File: src/rtl/maxnet_pkg.sv
// Shared definitions for the Maxnet iteration controller: neuron count, IEEE-754
// single-precision field positions and the controller state encoding.
package maxnet_pkg;

    localparam int N_NEURON  = 4;
    localparam int FP_SIGN   = 31;
    localparam int FP_EXP_HI = 30;
    localparam int FP_EXP_LO = 23;
    localparam int FP_MAN_HI = 22;
    localparam logic [31:0] FP_ZERO = 32'h0000_0000;

    typedef enum logic [2:0] {
        IDLE,
        LOAD,
        CHECK,
        WAIT,
        CAPTURE,
        DONE
    } state_t;

endpackage

File: src/rtl/fp_relu.sv
// Combinational floating-point ReLU: negative values and both signed zeros map to +0.
module fp_relu
    import maxnet_pkg::*;
#(
    parameter int XLEN = 32
) (
    input  logic [XLEN-1:0] x,
    output logic [XLEN-1:0] y
);

    logic mag_zero;

    assign mag_zero = ({x[FP_EXP_HI:FP_EXP_LO], x[FP_MAN_HI:0]} == '0);
    assign y        = (x[FP_SIGN] || mag_zero) ? XLEN'(FP_ZERO) : x;

endmodule

File: src/rtl/maxnet_iteration_controller.sv
// Maxnet feedback controller: applies ReLU to PU results, recirculates activations until at
// most one neuron survives. Optional macro MAXNET_TIMEOUT_EN enables the MAX_ITER ceiling.
module maxnet_iteration_controller
    import maxnet_pkg::*;
#(
    parameter int XLEN     = 32,
    parameter int PU_LAT   = 3,
    parameter int MAX_ITER = 255,
    parameter int CNT_W    = 8
) (
    input  logic                     clk,
    input  logic                     rst,
    input  logic                     start,
    input  logic [N_NEURON*XLEN-1:0] in_vals,
    input  logic [N_NEURON*XLEN-1:0] pu_results,
    output logic [N_NEURON*XLEN-1:0] pu_nums,
    output logic                     busy,
    output logic                     done,
    output logic                     no_winner,
    output logic                     timeout,
    output logic [1:0]               winner_idx,
    output logic [XLEN-1:0]          winner_val,
    output logic [CNT_W-1:0]         iter_count
);

    localparam int WAIT_W = (PU_LAT > 1) ? $clog2(PU_LAT) : 1;

`ifdef MAXNET_TIMEOUT_EN
    localparam bit TIMEOUT_EN = 1'b1;
`else
    localparam bit TIMEOUT_EN = 1'b0;
`endif

    state_t                     state, state_nxt;
    logic [N_NEURON*XLEN-1:0]   act_reg;
    logic [N_NEURON*XLEN-1:0]   relu_src;
    logic [N_NEURON*XLEN-1:0]   relu_out;
    logic [WAIT_W-1:0]          wait_cnt;
    logic [2:0]                 nz_cnt;
    logic [1:0]                 nz_idx;
    logic                       timeout_hit;
    logic                       run_end;

    // One ReLU bank serves both the initial load and every capture.
    assign relu_src = (state == LOAD) ? in_vals : pu_results;

    for (genvar g = 0; g < N_NEURON; g++) begin : g_relu
        fp_relu #(.XLEN(XLEN)) u_relu (
            .x(relu_src[g*XLEN +: XLEN]),
            .y(relu_out[g*XLEN +: XLEN])
        );
    end

    always_comb begin
        nz_cnt = '0;
        nz_idx = '0;
        for (int i = 0; i < N_NEURON; i++) begin
            if (act_reg[i*XLEN +: XLEN] != '0) begin
                nz_cnt = nz_cnt + 3'd1;
                nz_idx = i[1:0];
            end
        end
    end

    assign timeout_hit = TIMEOUT_EN && (iter_count == CNT_W'(MAX_ITER));
    assign run_end     = (nz_cnt <= 3'd1) || timeout_hit;

    assign pu_nums = act_reg;
    assign busy    = (state != IDLE);
    assign done    = (state == DONE);

    always_ff @(posedge clk) begin
        if (rst) begin
            state <= IDLE;
        end else begin
            state <= state_nxt;
        end
    end

    always_comb begin
        state_nxt = state;
        case (state)
            IDLE:    if (start) state_nxt = LOAD;
            LOAD:    state_nxt = CHECK;
            CHECK:   state_nxt = run_end ? DONE : WAIT;
            WAIT:    if (wait_cnt == '0) state_nxt = CAPTURE;
            CAPTURE: state_nxt = CHECK;
            DONE:    state_nxt = IDLE;
            default: state_nxt = IDLE;
        endcase
    end

    // Results are registered on the CHECK->DONE edge so they are valid while done is high.
    always_ff @(posedge clk) begin
        if (rst) begin
            act_reg    <= '0;
            iter_count <= '0;
            wait_cnt   <= '0;
            no_winner  <= 1'b0;
            timeout    <= 1'b0;
            winner_idx <= '0;
            winner_val <= '0;
        end else begin
            case (state)
                LOAD: begin
                    act_reg    <= relu_out;
                    iter_count <= '0;
                    no_winner  <= 1'b0;
                    timeout    <= 1'b0;
                    winner_idx <= '0;
                    winner_val <= '0;
                end
                CHECK: begin
                    if (nz_cnt <= 3'd1) begin
                        no_winner  <= (nz_cnt == 3'd0);
                        winner_idx <= (nz_cnt == 3'd1) ? nz_idx : 2'd0;
                        winner_val <= (nz_cnt == 3'd1) ? act_reg[nz_idx*XLEN +: XLEN] : '0;
                    end else if (timeout_hit) begin
                        timeout    <= 1'b1;
                        winner_idx <= '0;
                        winner_val <= '0;
                    end else begin
                        wait_cnt <= WAIT_W'(PU_LAT - 1);
                    end
                end
                WAIT: begin
                    if (wait_cnt != '0) wait_cnt <= wait_cnt - WAIT_W'(1);
                end
                CAPTURE: begin
                    act_reg <= relu_out;
                    if (iter_count != '1) iter_count <= iter_count + CNT_W'(1);
                end
                default: ;
            endcase
        end
    end

endmodule

File: config.mk
export PLATFORM = sky130hd
export DESIGN_NAME = maxnet_iteration_controller
export DESIGN_NICKNAME = d
export VERILOG_FILES = /design/src/rtl/maxnet_pkg.sv /design/src/rtl/fp_relu.sv /design/src/rtl/maxnet_iteration_controller.sv
export SDC_FILE = /design/constraint.sdc
export NUM_CORES = 1
export LEC_CHECK = 0
export ABC_AREA = 1
export CELL_PAD_IN_SITES_DETAIL_PLACEMENT = 0
export CELL_PAD_IN_SITES_GLOBAL_PLACEMENT = 1
export CORE_AREA = 2 2 195 197
export CTS_CLUSTER_SIZE = 12
export DETAILED_ROUTE_END_ITERATION = 10
export DIE_AREA = 0 0 197 199
export GPL_ROUTABILITY_DRIVEN = 1
export MAX_ROUTING_LAYER = met4
export PLACE_DENSITY = 0.86
export SYNTH_ARGS = -nofsm -noshare
export SYNTH_HDL_FRONTEND = slang
export SYNTH_SLANG_ARGS = --single-unit
File: constraint.sdc
create_clock -name clk -period 3.58 [get_ports clk]
set_input_delay 0.895 -clock clk [delete_from_list [all_inputs] [get_ports clk]]
set_output_delay 0.895 -clock clk [all_outputs]
set_load 0.02 [all_outputs]
==> summary.txt <==
Logic synthesis
  • Mapped Area: ~0.011 sq mm
  • Register area share after synthesis: 0.330
  • Mapped Nets: 2044
  • YS warnings: 0
  • Netlist cell types: 30
  • Count of state elements after synthesis: roughly 180
  • Avg Cell Area, Syn: about 6 sq um
  • Cells after synthesis: approximately 1800

Setup path
  • Reg2reg start: pu_nums[0]
  • Crit Path Category: reg -> reg
  • R2R cell count: 17
  • Crit path capture type: flip-flop
  • Max Fanout on Critical Path: 17
  • Crit path DAT: around 3.6 ns
  • CP Launch Type: flip-flop
  • CP delay by family, top: simple AND/OR/NAND/NOR gates
  • Delay of the slowest critical-path stage: approximately 0.35 ns
  • Reg2reg setup slack: about 0.40 ns
  • Slowest stage cell on the critical path: nor4_1
  • Critical-path cell list: nor4_1 -> nand4_1 -> nor2_1 -> inv_1 -> ha_1 -> inv_1 -> nand2_1 -> nand2_1 -> inv_1 -> ha_1 -> or2_2 -> nand2_1 -> nand3_1 -> nor2_2 -> buf_4 -> nand2_1 -> a21oi_1
  • WP data required: roughly 4 ns
  • Top cell by count, worst path: nand2_1
  • R2r endpoint: winner_val[22]
  • Worst Path Buf+Inv: 4

Placement
  • Area after DPL: approximately 0.015 sq mm
  • Port Buffer Count: roughly 430
  • HPWL Detailed: 41200 microns
  • Placer Congestion: around 0.94
  • Worst slack, placed: 0.324 ns

Clock network
  • CTS Hold Bufs: 0
  • Clk Latency, worst-skew pair: about 0.45 ns
  • Clock root cell: clkbuf_16
  • CTS Buf Count: 17
  • Post-CTS resize count: 0
  • CTS tree: yes
  • Setup bufs post-CTS: 0
  • CTS sink cnt: roughly 180
  • Htree depth: 4
  • CTS clk-pin slew, worst paths: around 0.07 ns
  • Clock tree buffer depth: 2

Detailed routing
  • WL/cell: 19.2 microns
  • ANT nets after route: 0
  • Vias: ~13000
  • 1st-iter DRT viols: just under 1000
  • Final WL: between 50000 and 60000 microns
  • DR vias/cell: 4.88
  • DRC violations left: 0
  • Router iterations before antenna repair: 5

STA
  • Setup TNS: 0 ns
  • Final worst setup slack: slightly above 0.4 ns
  • Final clock skew: about 0.0092 ns
  • Final hold vios: 0
  • RSZ-0062 raised after global routing: false
  • Slew Limit Headroom: 0.488
  • Worst Tran Pin Value: ~0.77 ns
  • Final cycle utilization of the critical path: 0.888
  • Worst hold margin: approximately 0.47 ns
  • F_max: between 300 and 400 MHz
  • # setup viols final: 0
  • Max Slew Vio Count: 0
  • Fin crit period: around 3.2 ns

Global route
  • First-pass GRT wire length: between 70000 and 80000 microns
  • Vias in the first global route: 12100
  • GRT Total Usage: 0.260
  • Total gr overflow: 0
  • Largest net degree at the start of global routing: 89
  • Antenna violations before repair: 0

Power and ir drop
  • Switch share: 0.531
  • Comb pwr share: 0.685
  • Leak pwr: 0.00681 uW
  • Cell Pwr Density: just under 1000 mW/mm^2
  • Pint: ~7500 uW
  • Overall Power: approximately 16000 uW
  • NetSw: between 8000 and 9000 uW
  • Clock power share: 0.130
  • VDD IR max: a little over 0.8 mV
  • Flop pwr share: 0.184

Floorplan
  • Die ar.: ~0.04 sq mm
  • Initial Utilization: 0.288
  • I/O pins: 433
  • CORE AREA: between 0.03 and 0.04 sq mm
  • Die Height: 199 microns
  • Rows: 71
  • Die Wd: between 150 and 200 microns

Status
  • Status: finished clean

Final layout
  • Filler cell count: approximately 4000
  • Final Instance Area: 0.0161 sq mm
  • Multi-input gate area: 0.00601 sq mm
  • Final net count: 2421
  • Sequential Area: about 0.0035 sq mm
  • Share of cells above drive strength 1: 0.0401
  • Synth-to-Final Area Change: 50.3%

Min path
  • Hold Crit Class: reg -> reg
  • Hold Path Origin: wait_cnt[1]
  • Hold path depth: 2
  • WHS Endpoint: wait_cnt[1]

Run
  • MaxCap Viol Count: 0
==> registers in the layout, summed over array words and instances, names as in the netlist <==
register,count
no_winner,1
iter_count,8
pu_nums,128
winner_val,32
state,3
winner_idx,2
wait_cnt,2
==> worst max path at each step <==
stage           startpoint             end  slack [ns]  cells after the start
2_1_floorplan  pu_nums[51]  winner_val[22]        0.58                     18
3_3_place_gp   in_vals[24]     pu_nums[23]        0.28                      9
3_5_place_dp   in_vals[24]     pu_nums[23]        0.32                      9
4_1_cts         pu_nums[0]   winner_val[2]        0.41                     17
5_1_grt        pu_nums[28]   winner_val[2]        0.10                     17
6_report        pu_nums[0]  winner_val[22]        0.40                     17
==> metal layers <==
layer  track usage  share of wire  vias to the layer above  routed length [microns]
li1              -              -                     6435                        -
met1         0.341           0.45                     5908                    22900
met2         0.399           0.45                      478                    22700
met3        0.0344          0.060                       80                     3040
met4         0.115          0.041                        0                     2080
met5             -              0                        -                        0
==> logic make-up (layout without fill, tap and decap cells) <==
| logic type | count (synthesis) | count (layout) | synth area share |
|---|---|---|---|
| simple gates | 1043 | 1043 | 0.423 |
| compound gates | 277 | 277 | 0.132 |
| buf+inv | 277 | 665 | 0.109 |
| flops | 176 | 176 | 0.330 |
| fa+ha+maj | 5 | 5 | 0.00586 |
| other cells | 1 | 2 | 0.000351 |
| xor+xnor | 1 | 1 | 0.000820 |
==> power by group through the flow <==
stage                     logic, uW  clock network, uW  registers (uW)
after global routing          12100               2180            2990
after CTS                     10900               2100            2920
after floorplan                6670                  0            3330
after global placement        10900                  0            2950
after detailed placement      10800                  0            2960
final                         10900               2080            2940
==> layout by cell type (no fill, tap or decap), types with 2 or more instances in the layout <==
| cell type | count |
|---|---|
| nor4_1 | 8 |
| nand3_1 | 111 |
| nor2_1 | 133 |
| o21ai_0 | 82 |
| nor3b_1 | 2 |
| buf_4 | 44 |
| nand2_1 | 641 |
| buf_12 | 3 |
| o21bai_1 | 3 |
| dfxtp_1 | 176 |
| nor2_2 | 6 |
| clkbuf_1 | 3 |
| a21oi_1 | 167 |
| a211oi_1 | 2 |
| or2_2 | 2 |
| ha_1 | 5 |
| nand3b_1 | 88 |
| inv_1 | 156 |
| bufinv_16 | 5 |
| clkdlybuf4s50_1 | 430 |
| nor3_1 | 38 |
| clkinvlp_4 | 2 |
| o21ai_1 | 21 |
| nand4_1 | 11 |
| clkbuf_16 | 17 |
==> cell type report <==
class	count	share of cell area
Antenna cell	1	0.000156
Clock buffer	21	0.0281
Clock inverter	9	0.0114
Inverter	158	0.0371
Multi-Input combinational cell	1327	0.374
Sequential cell	176	0.219
Tap cell	474	0.0369
Timing Repair Buffer	477	0.292
==> cells in the mapped netlist <==
master / count / area [sq um]
a211oi_1: 2 / 15.0
inv_1: 156 / 586
conb_1: 1 / 3.75
nand2_1: 642 / 2410
a21oi_1: 167 / 836
nor3b_1: 2 / 15.0
nand3_1: 111 / 556
ha_1: 5 / 62.6
dfxtp_1: 176 / 3520
nand4_1: 11 / 68.8
nor4_1: 8 / 50.1
inv_2: 2 / 7.51
clkbuf_1: 62 / 233
o21bai_1: 3 / 22.5
nand3_4: 1 / 17.5
or2_2: 2 / 12.5
nor2_2: 4 / 25.0
xnor2_1: 1 / 8.76
nor2_1: 136 / 510
o21ai_1: 21 / 105
buf_2: 41 / 205
o211ai_1: 1 / 7.51
buf_6: 4 / 45.0
buf_1: 1 / 3.75
nor3_1: 38 / 190
o21ai_0: 82 / 410
buf_4: 10 / 75.1
nand3b_1: 88 / 661
clkbuf_2: 1 / 5.00
o211a_1: 1 / 10.0
==> tightest hold or removal path, cell delays in order (launching register included) <==
cell     delay (ns)
dfxtp_1        0.31
nand2_1        0.06
a21oi_1        0.05
==> per-stage QoR <==
stage,instances,utilization
CTS,2642,0.432
floorplan,1780,-
finish,2643,0.432
global route,2642,0.432
global placement,2612,0.415
detailed placement,2612,0.415
Note: power is estimated with default switching activity, not from simulation.
